--- src/rtl/riscv_dcache_amo_seq_if.sv ---
// riscv_dcache_amo_seq_if: AMO sequencer bus (start/opcode, memory port, AMO ALU port, completion).
// master: memory stage + memory + ALU side; slave: the sequencer.
interface riscv_dcache_amo_seq_if;
  logic        i_riscv_amoseq_start;
  logic [4:0]  i_riscv_amoseq_ctrl;
  logic        i_riscv_amoseq_xlen;
  logic [63:0] i_riscv_amoseq_addr;
  logic [63:0] i_riscv_amoseq_rs2data;
  logic        o_riscv_amoseq_mem_req;
  logic        o_riscv_amoseq_mem_we;
  logic [63:0] o_riscv_amoseq_mem_addr;
  logic [7:0]  o_riscv_amoseq_mem_be;
  logic [63:0] o_riscv_amoseq_mem_wdata;
  logic        i_riscv_amoseq_mem_ready;
  logic [63:0] i_riscv_amoseq_mem_rdata;
  logic        o_riscv_amoseq_amo_enable;
  logic        o_riscv_amoseq_amo_xlen;
  logic [4:0]  o_riscv_amoseq_amo_ctrl;
  logic [63:0] o_riscv_amoseq_amo_rs1data;
  logic [63:0] o_riscv_amoseq_amo_rs2data;
  logic [63:0] i_riscv_amoseq_amo_result;
  logic [63:0] o_riscv_amoseq_rddata;
  logic        o_riscv_amoseq_done;
  logic        o_riscv_amoseq_misaligned;
  logic        o_riscv_amoseq_stall;
  modport master (
    output i_riscv_amoseq_start, i_riscv_amoseq_ctrl, i_riscv_amoseq_xlen, i_riscv_amoseq_addr,
           i_riscv_amoseq_rs2data, i_riscv_amoseq_mem_ready, i_riscv_amoseq_mem_rdata,
           i_riscv_amoseq_amo_result,
    input  o_riscv_amoseq_mem_req, o_riscv_amoseq_mem_we, o_riscv_amoseq_mem_addr,
           o_riscv_amoseq_mem_be, o_riscv_amoseq_mem_wdata, o_riscv_amoseq_amo_enable,
           o_riscv_amoseq_amo_xlen, o_riscv_amoseq_amo_ctrl, o_riscv_amoseq_amo_rs1data,
           o_riscv_amoseq_amo_rs2data, o_riscv_amoseq_rddata, o_riscv_amoseq_done,
           o_riscv_amoseq_misaligned, o_riscv_amoseq_stall
  );
  modport slave (
    input  i_riscv_amoseq_start, i_riscv_amoseq_ctrl, i_riscv_amoseq_xlen, i_riscv_amoseq_addr,
           i_riscv_amoseq_rs2data, i_riscv_amoseq_mem_ready, i_riscv_amoseq_mem_rdata,
           i_riscv_amoseq_amo_result,
    output o_riscv_amoseq_mem_req, o_riscv_amoseq_mem_we, o_riscv_amoseq_mem_addr,
           o_riscv_amoseq_mem_be, o_riscv_amoseq_mem_wdata, o_riscv_amoseq_amo_enable,
           o_riscv_amoseq_amo_xlen, o_riscv_amoseq_amo_ctrl, o_riscv_amoseq_amo_rs1data,
           o_riscv_amoseq_amo_rs2data, o_riscv_amoseq_rddata, o_riscv_amoseq_done,
           o_riscv_amoseq_misaligned, o_riscv_amoseq_stall
  );
endinterface

--- src/rtl/riscv_dcache_amo_seq.sv ---
// riscv_dcache_amo_seq: read-modify-write AMO sequencer; ports: clk, sync active-high rst, bus (slave).
module riscv_dcache_amo_seq (
  input logic                  i_riscv_amoseq_clk,
  input logic                  i_riscv_amoseq_rst,
  riscv_dcache_amo_seq_if.slave bus
);
  typedef enum logic [2:0] {IDLE, READ, CALC, WRITE, DONE} state_t;
  state_t state, state_n;
  logic [4:0]  ctrl_q;
  logic        xlen_q;
  logic [63:0] addr_q;
  logic [63:0] rs2_q;
  logic [63:0] rdata_q;
  logic [63:0] result_q;
  logic        mis_q;
  logic        rst;
  logic        aligned;
  logic        go;
  logic [31:0] word;
  logic [63:0] loaded;
  assign rst = i_riscv_amoseq_rst;
  assign aligned = bus.i_riscv_amoseq_xlen ? (bus.i_riscv_amoseq_addr[2:0] == 3'd0)
                                           : (bus.i_riscv_amoseq_addr[1:0] == 2'd0);
  assign go = state == IDLE && bus.i_riscv_amoseq_start;
  assign word = addr_q[2] ? rdata_q[63:32] : rdata_q[31:0];
  assign loaded = xlen_q ? rdata_q : {{32{word[31]}}, word};
  always_ff @(posedge i_riscv_amoseq_clk)
    state <= rst ? IDLE : state_n;
  always_comb begin
    state_n = state;
    case (state)
      IDLE:    state_n = go && aligned ? READ : IDLE;
      READ:    state_n = bus.i_riscv_amoseq_mem_ready ? CALC : READ;
      CALC:    state_n = WRITE;
      WRITE:   state_n = bus.i_riscv_amoseq_mem_ready ? DONE : WRITE;
      default: state_n = IDLE;
    endcase
  end
  always_ff @(posedge i_riscv_amoseq_clk) begin
    if (rst) begin
      ctrl_q   <= '0;
      xlen_q   <= 1'b0;
      addr_q   <= '0;
      rs2_q    <= '0;
      rdata_q  <= '0;
      result_q <= '0;
      mis_q    <= 1'b0;
    end else begin
      mis_q <= go && !aligned;
      if (go) begin
        ctrl_q <= bus.i_riscv_amoseq_ctrl;
        xlen_q <= bus.i_riscv_amoseq_xlen;
        addr_q <= bus.i_riscv_amoseq_addr;
        rs2_q  <= bus.i_riscv_amoseq_rs2data;
      end
      if (state == READ && bus.i_riscv_amoseq_mem_ready)
        rdata_q <= bus.i_riscv_amoseq_mem_rdata;
      if (state == CALC)
        result_q <= bus.i_riscv_amoseq_amo_result;
    end
  end
  // Every output is gated by rst so nothing leaks while the state register is still being cleared.
  always_comb begin
    bus.o_riscv_amoseq_mem_req    = !rst && (state == READ || state == WRITE);
    bus.o_riscv_amoseq_mem_we     = !rst && state == WRITE;
    bus.o_riscv_amoseq_mem_addr   = rst ? '0 : {addr_q[63:3], 3'b000};
    bus.o_riscv_amoseq_mem_be     = rst ? '0 : xlen_q ? 8'hFF : addr_q[2] ? 8'hF0 : 8'h0F;
    bus.o_riscv_amoseq_mem_wdata  = rst ? '0 : xlen_q ? result_q : {2{result_q[31:0]}};
    bus.o_riscv_amoseq_amo_enable = !rst && state == CALC;
    bus.o_riscv_amoseq_amo_xlen   = !rst && xlen_q;
    bus.o_riscv_amoseq_amo_ctrl   = rst ? '0 : ctrl_q;
    bus.o_riscv_amoseq_amo_rs1data = rst ? '0 : loaded;
    bus.o_riscv_amoseq_amo_rs2data = rst ? '0 : rs2_q;
    bus.o_riscv_amoseq_rddata     = !rst && state == DONE ? loaded : '0;
    bus.o_riscv_amoseq_done       = !rst && state == DONE;
    bus.o_riscv_amoseq_misaligned = !rst && mis_q;
    bus.o_riscv_amoseq_stall      = !rst && (state == READ || state == CALC || state == WRITE || (go && aligned));
  end
endmodule
--- src/flat_wrapper.sv ---
// flat-port wrapper written by rule: the top's interface ports become plain ports
module riscv_dcache_amo_seq_flat 
  (i_riscv_amoseq_clk, i_riscv_amoseq_rst, bus_i_riscv_amoseq_start, bus_i_riscv_amoseq_ctrl, bus_i_riscv_amoseq_xlen, bus_i_riscv_amoseq_addr, bus_i_riscv_amoseq_rs2data, bus_i_riscv_amoseq_mem_ready, bus_i_riscv_amoseq_mem_rdata, bus_i_riscv_amoseq_amo_result, bus_o_riscv_amoseq_mem_req, bus_o_riscv_amoseq_mem_we, bus_o_riscv_amoseq_mem_addr, bus_o_riscv_amoseq_mem_be, bus_o_riscv_amoseq_mem_wdata, bus_o_riscv_amoseq_amo_enable, bus_o_riscv_amoseq_amo_xlen, bus_o_riscv_amoseq_amo_ctrl, bus_o_riscv_amoseq_amo_rs1data, bus_o_riscv_amoseq_amo_rs2data, bus_o_riscv_amoseq_rddata, bus_o_riscv_amoseq_done, bus_o_riscv_amoseq_misaligned, bus_o_riscv_amoseq_stall);
  riscv_dcache_amo_seq_if bus_i ();
  input logic i_riscv_amoseq_clk;
  input logic i_riscv_amoseq_rst;
  input wire logic [$bits(bus_i.i_riscv_amoseq_start)-1:0] bus_i_riscv_amoseq_start;
  input wire logic [$bits(bus_i.i_riscv_amoseq_ctrl)-1:0] bus_i_riscv_amoseq_ctrl;
  input wire logic [$bits(bus_i.i_riscv_amoseq_xlen)-1:0] bus_i_riscv_amoseq_xlen;
  input wire logic [$bits(bus_i.i_riscv_amoseq_addr)-1:0] bus_i_riscv_amoseq_addr;
  input wire logic [$bits(bus_i.i_riscv_amoseq_rs2data)-1:0] bus_i_riscv_amoseq_rs2data;
  input wire logic [$bits(bus_i.i_riscv_amoseq_mem_ready)-1:0] bus_i_riscv_amoseq_mem_ready;
  input wire logic [$bits(bus_i.i_riscv_amoseq_mem_rdata)-1:0] bus_i_riscv_amoseq_mem_rdata;
  input wire logic [$bits(bus_i.i_riscv_amoseq_amo_result)-1:0] bus_i_riscv_amoseq_amo_result;
  output wire logic [$bits(bus_i.o_riscv_amoseq_mem_req)-1:0] bus_o_riscv_amoseq_mem_req;
  output wire logic [$bits(bus_i.o_riscv_amoseq_mem_we)-1:0] bus_o_riscv_amoseq_mem_we;
  output wire logic [$bits(bus_i.o_riscv_amoseq_mem_addr)-1:0] bus_o_riscv_amoseq_mem_addr;
  output wire logic [$bits(bus_i.o_riscv_amoseq_mem_be)-1:0] bus_o_riscv_amoseq_mem_be;
  output wire logic [$bits(bus_i.o_riscv_amoseq_mem_wdata)-1:0] bus_o_riscv_amoseq_mem_wdata;
  output wire logic [$bits(bus_i.o_riscv_amoseq_amo_enable)-1:0] bus_o_riscv_amoseq_amo_enable;
  output wire logic [$bits(bus_i.o_riscv_amoseq_amo_xlen)-1:0] bus_o_riscv_amoseq_amo_xlen;
  output wire logic [$bits(bus_i.o_riscv_amoseq_amo_ctrl)-1:0] bus_o_riscv_amoseq_amo_ctrl;
  output wire logic [$bits(bus_i.o_riscv_amoseq_amo_rs1data)-1:0] bus_o_riscv_amoseq_amo_rs1data;
  output wire logic [$bits(bus_i.o_riscv_amoseq_amo_rs2data)-1:0] bus_o_riscv_amoseq_amo_rs2data;
  output wire logic [$bits(bus_i.o_riscv_amoseq_rddata)-1:0] bus_o_riscv_amoseq_rddata;
  output wire logic [$bits(bus_i.o_riscv_amoseq_done)-1:0] bus_o_riscv_amoseq_done;
  output wire logic [$bits(bus_i.o_riscv_amoseq_misaligned)-1:0] bus_o_riscv_amoseq_misaligned;
  output wire logic [$bits(bus_i.o_riscv_amoseq_stall)-1:0] bus_o_riscv_amoseq_stall;
  assign bus_i.i_riscv_amoseq_start = bus_i_riscv_amoseq_start;
  assign bus_i.i_riscv_amoseq_ctrl = bus_i_riscv_amoseq_ctrl;
  assign bus_i.i_riscv_amoseq_xlen = bus_i_riscv_amoseq_xlen;
  assign bus_i.i_riscv_amoseq_addr = bus_i_riscv_amoseq_addr;
  assign bus_i.i_riscv_amoseq_rs2data = bus_i_riscv_amoseq_rs2data;
  assign bus_i.i_riscv_amoseq_mem_ready = bus_i_riscv_amoseq_mem_ready;
  assign bus_i.i_riscv_amoseq_mem_rdata = bus_i_riscv_amoseq_mem_rdata;
  assign bus_i.i_riscv_amoseq_amo_result = bus_i_riscv_amoseq_amo_result;
  assign bus_o_riscv_amoseq_mem_req = bus_i.o_riscv_amoseq_mem_req;
  assign bus_o_riscv_amoseq_mem_we = bus_i.o_riscv_amoseq_mem_we;
  assign bus_o_riscv_amoseq_mem_addr = bus_i.o_riscv_amoseq_mem_addr;
  assign bus_o_riscv_amoseq_mem_be = bus_i.o_riscv_amoseq_mem_be;
  assign bus_o_riscv_amoseq_mem_wdata = bus_i.o_riscv_amoseq_mem_wdata;
  assign bus_o_riscv_amoseq_amo_enable = bus_i.o_riscv_amoseq_amo_enable;
  assign bus_o_riscv_amoseq_amo_xlen = bus_i.o_riscv_amoseq_amo_xlen;
  assign bus_o_riscv_amoseq_amo_ctrl = bus_i.o_riscv_amoseq_amo_ctrl;
  assign bus_o_riscv_amoseq_amo_rs1data = bus_i.o_riscv_amoseq_amo_rs1data;
  assign bus_o_riscv_amoseq_amo_rs2data = bus_i.o_riscv_amoseq_amo_rs2data;
  assign bus_o_riscv_amoseq_rddata = bus_i.o_riscv_amoseq_rddata;
  assign bus_o_riscv_amoseq_done = bus_i.o_riscv_amoseq_done;
  assign bus_o_riscv_amoseq_misaligned = bus_i.o_riscv_amoseq_misaligned;
  assign bus_o_riscv_amoseq_stall = bus_i.o_riscv_amoseq_stall;
  riscv_dcache_amo_seq u_core (.i_riscv_amoseq_clk(i_riscv_amoseq_clk), .i_riscv_amoseq_rst(i_riscv_amoseq_rst), .bus(bus_i));
endmodule
--- config.mk ---
export PLATFORM = sky130hd
export DESIGN_NAME = riscv_dcache_amo_seq_flat
export DESIGN_NICKNAME = d
export VERILOG_FILES = /design/src/rtl/riscv_dcache_amo_seq_if.sv /design/src/rtl/riscv_dcache_amo_seq.sv /design/src/flat_wrapper.sv
export SDC_FILE = /design/constraint.sdc
export NUM_CORES = 1
export LEC_CHECK = 0
export ABC_CLOCK_PERIOD_IN_PS = 2100
export BUFFER_PORTS_ARGS = -buffer_cell sky130_fd_sc_hd__buf_2
export CELL_PAD_IN_SITES_DETAIL_PLACEMENT = 0
export CELL_PAD_IN_SITES_GLOBAL_PLACEMENT = 2
export CORE_AREA = 2 2 239 241
export DETAILED_ROUTE_END_ITERATION = 7
export DIE_AREA = 0 0 241 243
export PLACE_DENSITY_LB_ADDON = 0.1
export SLEW_MARGIN = 15
export SYNTH_ARGS = -nofsm -noshare
export SYNTH_HDL_FRONTEND = slang
export SYNTH_SLANG_ARGS = --single-unit
--- constraint.sdc ---
create_clock -name i_riscv_amoseq_clk -period 2.1 [get_ports i_riscv_amoseq_clk]
set_input_delay 0.21 -clock i_riscv_amoseq_clk [delete_from_list [all_inputs] [get_ports i_riscv_amoseq_clk]]
set_output_delay 0.21 -clock i_riscv_amoseq_clk [all_outputs]
set_load 0.05 [all_outputs]
==> results of run 1 <==
-- worst reg2reg max path, delay by kind of cell (launching register included) --
kind / cells / cell delay, ps
buffers and inverters: 5 / 980
and+or+nand+nor: 2 / 450
AOI/OAI and AO/OA: 1 / 130
DFF: 1 / 320
-- routing by layer --
metal / vias to the layer above / track usage, % / wire, um
li1: 6796 / - / -
met1: 6369 / 22.4 / 24500
met2: 365 / 33.4 / 29100
met3: 67 / 4.99 / 3820
met4: 4 / 5.85 / 1460
met5: - / 0 / 29
-- cell usage after synthesis (all sizes together) --
cell type  number
a211oi          2
a21oi         261
and2            1
and3            1
buf            65
clkbuf         82
conb            1
dfxtp         264
inv             1
mux2i          65
nand2         520
nand2b          1
nand4bb         1
nor2          100
nor2b         166
nor3            2
nor3b           2
nor4b           1
nor4bb          1
o21ai           1
o21bai          1
o22a           32
or2             1
or3             1
or3b            3
or4b            1
xor2            1
-- registers in the layout, summed over array words and instances, names as in the netlist --
signal,flops
u_core.state,3
u_core.result_q,64
u_core.addr_q,62
u_core.mis_q,1
u_core.ctrl_q,5
u_core.rs2_q,64
u_core.rdata_q,64
u_core.xlen_q,1
-- timing repair --
| item | 4_1_cts | 5_1_grt |
|---|---|---|
| hold endpoints to repair | 259 | 0 |
| setup endpoints to repair | 171 | 140 |
| gates resized for setup | 460 | 189 |
| hold buffers | 260 | 0 |
| buffers inserted | 17 | 18 |
| pin swaps | 5 | 17 |
| cloned | 15 | 3 |
-- area by class of cell --
type / instances / area, um2 / area share [%]
repair buffers: 951 / 8110 / 35.9
clock buffers: 53 / 1030 / 4.57
well taps: 756 / 946 / 4.18
flip-flops and latches: 264 / 5300 / 23.4
inverters: 1 / 16.3 / 0.0719
clock inverters: 8 / 76.3 / 0.337
diodes: 4 / 10.0 / 0.0443
multi-input cells: 1168 / 7130 / 31.5
-- power by group through the flow --
stage | Sequential (mW) | Combinational [mW] | Clock (mW)
6_report | 5.50 | 3.30 | 5.89
5_1_grt | 5.54 | 3.54 | 6.34
4_1_cts | 5.50 | 3.28 | 6.13
3_5_place_dp | 5.59 | 2.59 | 0
3_3_place_gp | 5.58 | 2.58 | 0
2_1_floorplan | 5.53 | 1.79 | 0
-- kinds of logic (layout without fill, tap and decap cells) --
logic type	count (synthesis)	count (layout)	synth area share, %
other	1	7	0.0318
AOI/OAI and AO/OA	297	297	13.7
buffers and inverters	148	1013	6.16
muxes	65	65	5.52
DFF	264	264	44.8
and+or+nand+nor	802	802	29.7
xor gates and xnor gates	1	1	0.0743
-- through the flow --
step	std cells	util [%]	total power, mW	TNS [ps]
3_5_place_dp	2833	28.2	8.18	0
4_1_cts	3186	38.9	14.9	-19370
6_report	3205	40.4	14.7	-16920
2_1_floorplan	1580	-	7.32	-2580
3_3_place_gp	2833	28.2	8.16	0
5_1_grt	3204	40.4	15.4	-26840
-- final timing paths --
path	to	slack (ps)
setup / recovery	bus_o_riscv_amoseq_rddata[54]	-220
hold reg to reg	u_core.addr_q[60]	450
setup reg to reg	u_core.addr_q[62]	170
hold / removal	u_core.xlen_q	60
==> flow_summary.json, run 1 <==
{
  "outcome": "finished with violations",
  "violations": "setup timing",
  "cp_max_fo": 8,
  "slew_violations": 0,
  "hold_viol_final": 0,
  "pre_cts_ws_ps": 61.7,
  "cp_top_family": "buffers and inverters",
  "grt_overflow": 0,
  "drt_iter0_markers": 464,
  "via_per_inst": 4.24,
  "cap_violations": 0,
  "htreeDepth": 2,
  "dr.pass1.iters": 5,
  "yosys.area.top_type": "dfxtp_1",
  "p_clk_share_pct": 40.1,
  "cts-root-buf": "clkbuf_16",
  "cp-startpoint": "u_core.addr_q[2]",
  "area_growth_pct": 91.8,
  "yosys-top-cells-area": "dfxtp_1 (45%), nand2_1 (17%), a21oi_1 (11%)",
  "core_area_um2": 56000,
  "synthCells": 1578,
  "drc": 0,
  "die_y_um": 243,
  "critPathArrivalTime_ps": 2110,
  "r2r-start": "u_core.state[1]",
  "rsz0062_at_grt": "true",
  "clock.fmax_mhz": 431,
  "path_cells": "mux2i_1 -> or3_4 -> buf_12 -> buf_16 -> a21oi_2 -> buf_6",
  "synth_cell_types": 32,
  "cts_buffers": 35,
  "hp-start": "bus_i_riscv_amoseq_xlen",
  "yosys_warnings": 0,
  "holdPathStages": 3,
  "antenna_found_initial": 5,
  "cts_num_sinks": 264,
  "fin_crit_ps": 2320,
  "gp_congestion": 0.782,
  "slowest_delay_ps": 440,
  "fp.dieW_um": 241,
  "dieArea_um2": 58600,
  "hold_ws_ps": 62.4,
  "crit_slowest_cell": "or3_4",
  "io_buffers": 602,
  "synth_top_cell_area_share_pct": 44.8,
  "vias": 13600,
  "placed_area_um2": 15800,
  "grt_pass1_vias": 13800,
  "routedWlPerCell_um": 18.4,
  "io-pin-count": 606,
  "switching_share_pct": 30.7,
  "cp-end-kind": "output pin",
  "path_depth": 6,
  "clkTransAtPathRegs_ps": 50,
  "p_leak_nw": 9.45,
  "drive_above_1_share_pct": 37.8,
  "cts_buffer_depth": 3,
  "cts_tree": "built",
  "layout_commonest_cell": "nand2_1",
  "holdCritPathClass": "in2reg",
  "combinationalPowerShare_pct": 22.5,
  "grt_pass1_wl_um": 84900,
  "netlist_area_um2": 11800,
  "design_area_um2": 22600,
  "worst_slew_pin_slew_ps": 786,
  "fillers": 5913,
  "finalCritPeriodShare_pct": 111,
  "pwr-share-seq_pct": 37.5,
  "setup_viol": 124,
  "vdd_drop_max_v": 0.000572,
  "synth.avg_cell_area_um2": 7.47,
  "synth-seq-cells": 264,
  "start_util_pct": 21.1,
  "p_int_mw": 10.2,
  "dpl.hpwl_um": 38800,
  "rows": 87,
  "wirelength_um": 58800,
  "fin_nets": 2687,
  "r2r_cells": 8,
  "clk_latency_ps": 550,
  "setup_ws_ps": -221,
  "final_cell_mix": "nand2_1 (486), buf_2 (462), dlygate4sd3_1 (260)",
  "crit_buf_inv": 3,
  "finClkSkew_ps": 18.4,
  "crit_path_start_kind": "flip-flop",
  "ant_nets": 0,
  "p_per_area_nw_per_um2": 649,
  "power.switching_mw": 4.52,
  "yosysSeqAreaShare_pct": 44.8,
  "slew_headroom_pct": 47.6,
  "worstSetupPathType": "reg2out",
  "required_ps": 1890,
  "grt.total_usage_pct": 19.0,
  "grt_max_degree": 108
}
No activity file was read; power rests on OpenSTA's default activity.
==> inputs of run 2 (changes only) <==
--- a/config.mk
+++ b/config.mk
@@ -13,6 +13,7 @@
 export DETAILED_ROUTE_END_ITERATION = 7
 export DIE_AREA = 0 0 241 243
 export PLACE_DENSITY_LB_ADDON = 0.1
+export REMOVE_ABC_BUFFERS = 1
 export SLEW_MARGIN = 15
 export SYNTH_ARGS = -nofsm -noshare
 export SYNTH_HDL_FRONTEND = slang
==> run 2 against run 1 <==
Utilization is 2.2 points lower. Clock power increased by 6.8%. Sequential power about the same. Combinational power shrank 3%. Design area down 5.6%. Largest power group unchanged. Global-route usage fell by 0.84 points. Register-to-register slack better by 110 ps. The flow still finishes with violations (setup timing). First-iteration DRC count increased by 17%. Via count decreased by 2.2%. Final cell count shrank 1.1%.
==> flow_summary.json, run 2 (synthesis results as in run 1) <==
{
  "outcome": "finished with violations",
  "violations": "setup timing",
  "setup_ws_ps": -215,
  "required_ps": 1890,
  "ant_nets": 0,
  "holdCritPathClass": "in2reg",
  "power.switching_mw": 4.50,
  "clkTransAtPathRegs_ps": 60,
  "wirelength_um": 57000,
  "multi_input_area_um2": 6510,
  "io-pin-count": 606,
  "cts-root-buf": "clkbuf_16",
  "slew_violations": 0,
  "hp-start": "i_riscv_amoseq_rst",
  "cp-startpoint": "u_core.state[0]",
  "drc": 0,
  "vias": 13300,
  "dieArea_um2": 58600,
  "grt_overflow": 0,
  "rows": 87,
  "fin_nets": 2654,
  "fillers": 6062,
  "clock.fmax_mhz": 432,
  "drive_above_1_share_pct": 34.5,
  "critPathArrivalTime_ps": 2110,
  "cp_top_family": "simple AND/OR/NAND/NOR gates",
  "cap_violations": 0,
  "layout_commonest_cell": "nand2_1",
  "r2r-start": "u_core.state[2]",
  "routedWlPerCell_um": 18.0,
  "fin_crit_ps": 2320,
  "gp_congestion": 0.772,
  "p_clk_share_pct": 41.9,
  "worst_slew_pin_slew_ps": 789,
  "fin_total_pwr_mw": 15.0,
  "worstSetupPathType": "reg2out",
  "fin_setup_tns_ps": -15830,
  "crit_buf_inv": 2,
  "finClkSkew_ps": 31.3,
  "finalCritPeriodShare_pct": 110,
  "seq_area_um2": 5300,
  "crit_path_start_kind": "flip-flop",
  "vdd_drop_max_v": 0.000492,
  "grt.total_usage_pct": 18.2,
  "slew_headroom_pct": 47.4,
  "die_y_um": 243,
  "fp.dieW_um": 241,
  "p_leak_nw": 9.16,
  "grt_pass1_vias": 13100,
  "top_regs": "u_core.rdata_q (64), u_core.result_q (64), u_core.rs2_q (64)",
  "core_area_um2": 56000,
  "clk_latency_ps": 540,
  "via_per_inst": 4.19,
  "slowest_delay_ps": 400,
  "hold_viol_final": 0,
  "start_util_pct": 21.1,
  "cp_max_fo": 33,
  "cts_buffer_depth": 3,
  "antenna_found_initial": 5,
  "cts_num_sinks": 264,
  "area_growth_pct": 81.1,
  "dr.pass1.iters": 5,
  "dpl.hpwl_um": 38300,
  "switching_share_pct": 30.0,
  "crit_slowest_cell": "or3b_4",
  "io_buffers": 602,
  "htreeDepth": 2,
  "cts_tree": "built",
  "p_int_mw": 10.5,
  "grt_pass1_wl_um": 81400,
  "setup_viol": 128,
  "path_cells": "or3b_4 -> or2_4 -> buf_12 -> nor2_1 -> buf_6",
  "final_cell_mix": "nand2_1 (506), buf_2 (463), dlygate4sd3_1 (262)",
  "drt_iter0_markers": 543,
  "pwr-share-seq_pct": 36.7,
  "grt_max_degree": 143,
  "combinationalPowerShare_pct": 21.4,
  "p_per_area_nw_per_um2": 702,
  "rsz0062_at_grt": "true",
  "cts_buffers": 36,
  "cp-end-kind": "output pin"
}
[run 2: power by group through the flow]
stage	registers [mW]	clock network (mW)	logic (mW)
after floorplan	5.56	0	1.56
after CTS	5.49	6.55	3.12
after detailed placement	5.59	0	2.57
final	5.50	6.29	3.20
after global routing	5.54	6.72	3.45
after global placement	5.58	0	2.56
[run 2: area by class of cell]
type | count | share of cell area [%]
tap | 756 | 4.43
clock buffer | 55 | 5.22
clock inverter | 6 | 0.439
inverter | 1 | 0.0176
sequential | 264 | 24.8
timing repair buffer | 917 | 34.6
antenna | 3 | 0.0351
multi-input combinational | 1168 | 30.5
[run 2: worst min-delay path, delay by kind of cell]
kind          cells  cell delay (ps)
simple gates      2              240
buf+inv           1              150
[run 2: path summary, 6_finish.rpt]
kind                                                       to  slack [ps]  cells past startpoint
worst max-delay path            bus_o_riscv_amoseq_rddata[21]        -220                      5
worst min-delay path                          u_core.state[2]         120                      3
worst max register to register              u_core.addr_q[12]         280                      6
worst min register to register              u_core.addr_q[53]         450                      2
[run 2: per-layer routing]
metal / part of all wire [%] / vias to the layer above / global-route usage [%] / routed length [um]
met2: 50 / 324 / 32.0 / 28500
li1: - / 6702 / - / -
met4: 1.9 / 4 / 4.88 / 1100
met5: 0.054 / - / 0 / 31
met3: 5.5 / 67 / 4.31 / 3150
met1: 43 / 6198 / 21.9 / 24300
[run 2: metrics by stage]
step	setup slack (ps)	hold slack (ps)	utilization (%)	cells	area [um2]
2_1_floorplan	-3440	279	-	1433	11100
3_3_place_gp	169	437	27.8	2822	15500
3_5_place_dp	182	439	27.8	2822	15500
4_1_cts	-227	102	36.6	3154	20500
5_1_grt	-290	114	38.2	3170	21400
6_report	-215	121	38.2	3170	21400
[run 2: repair_timing]
item	in CTS	in global routing
hold buffers	262	0
resized for setup	272	195
buffers inserted	2	9
endpoints found under the hold margin	263	0
pin swaps	1	7
endpoints found under the setup margin	165	143
cloned	7	4
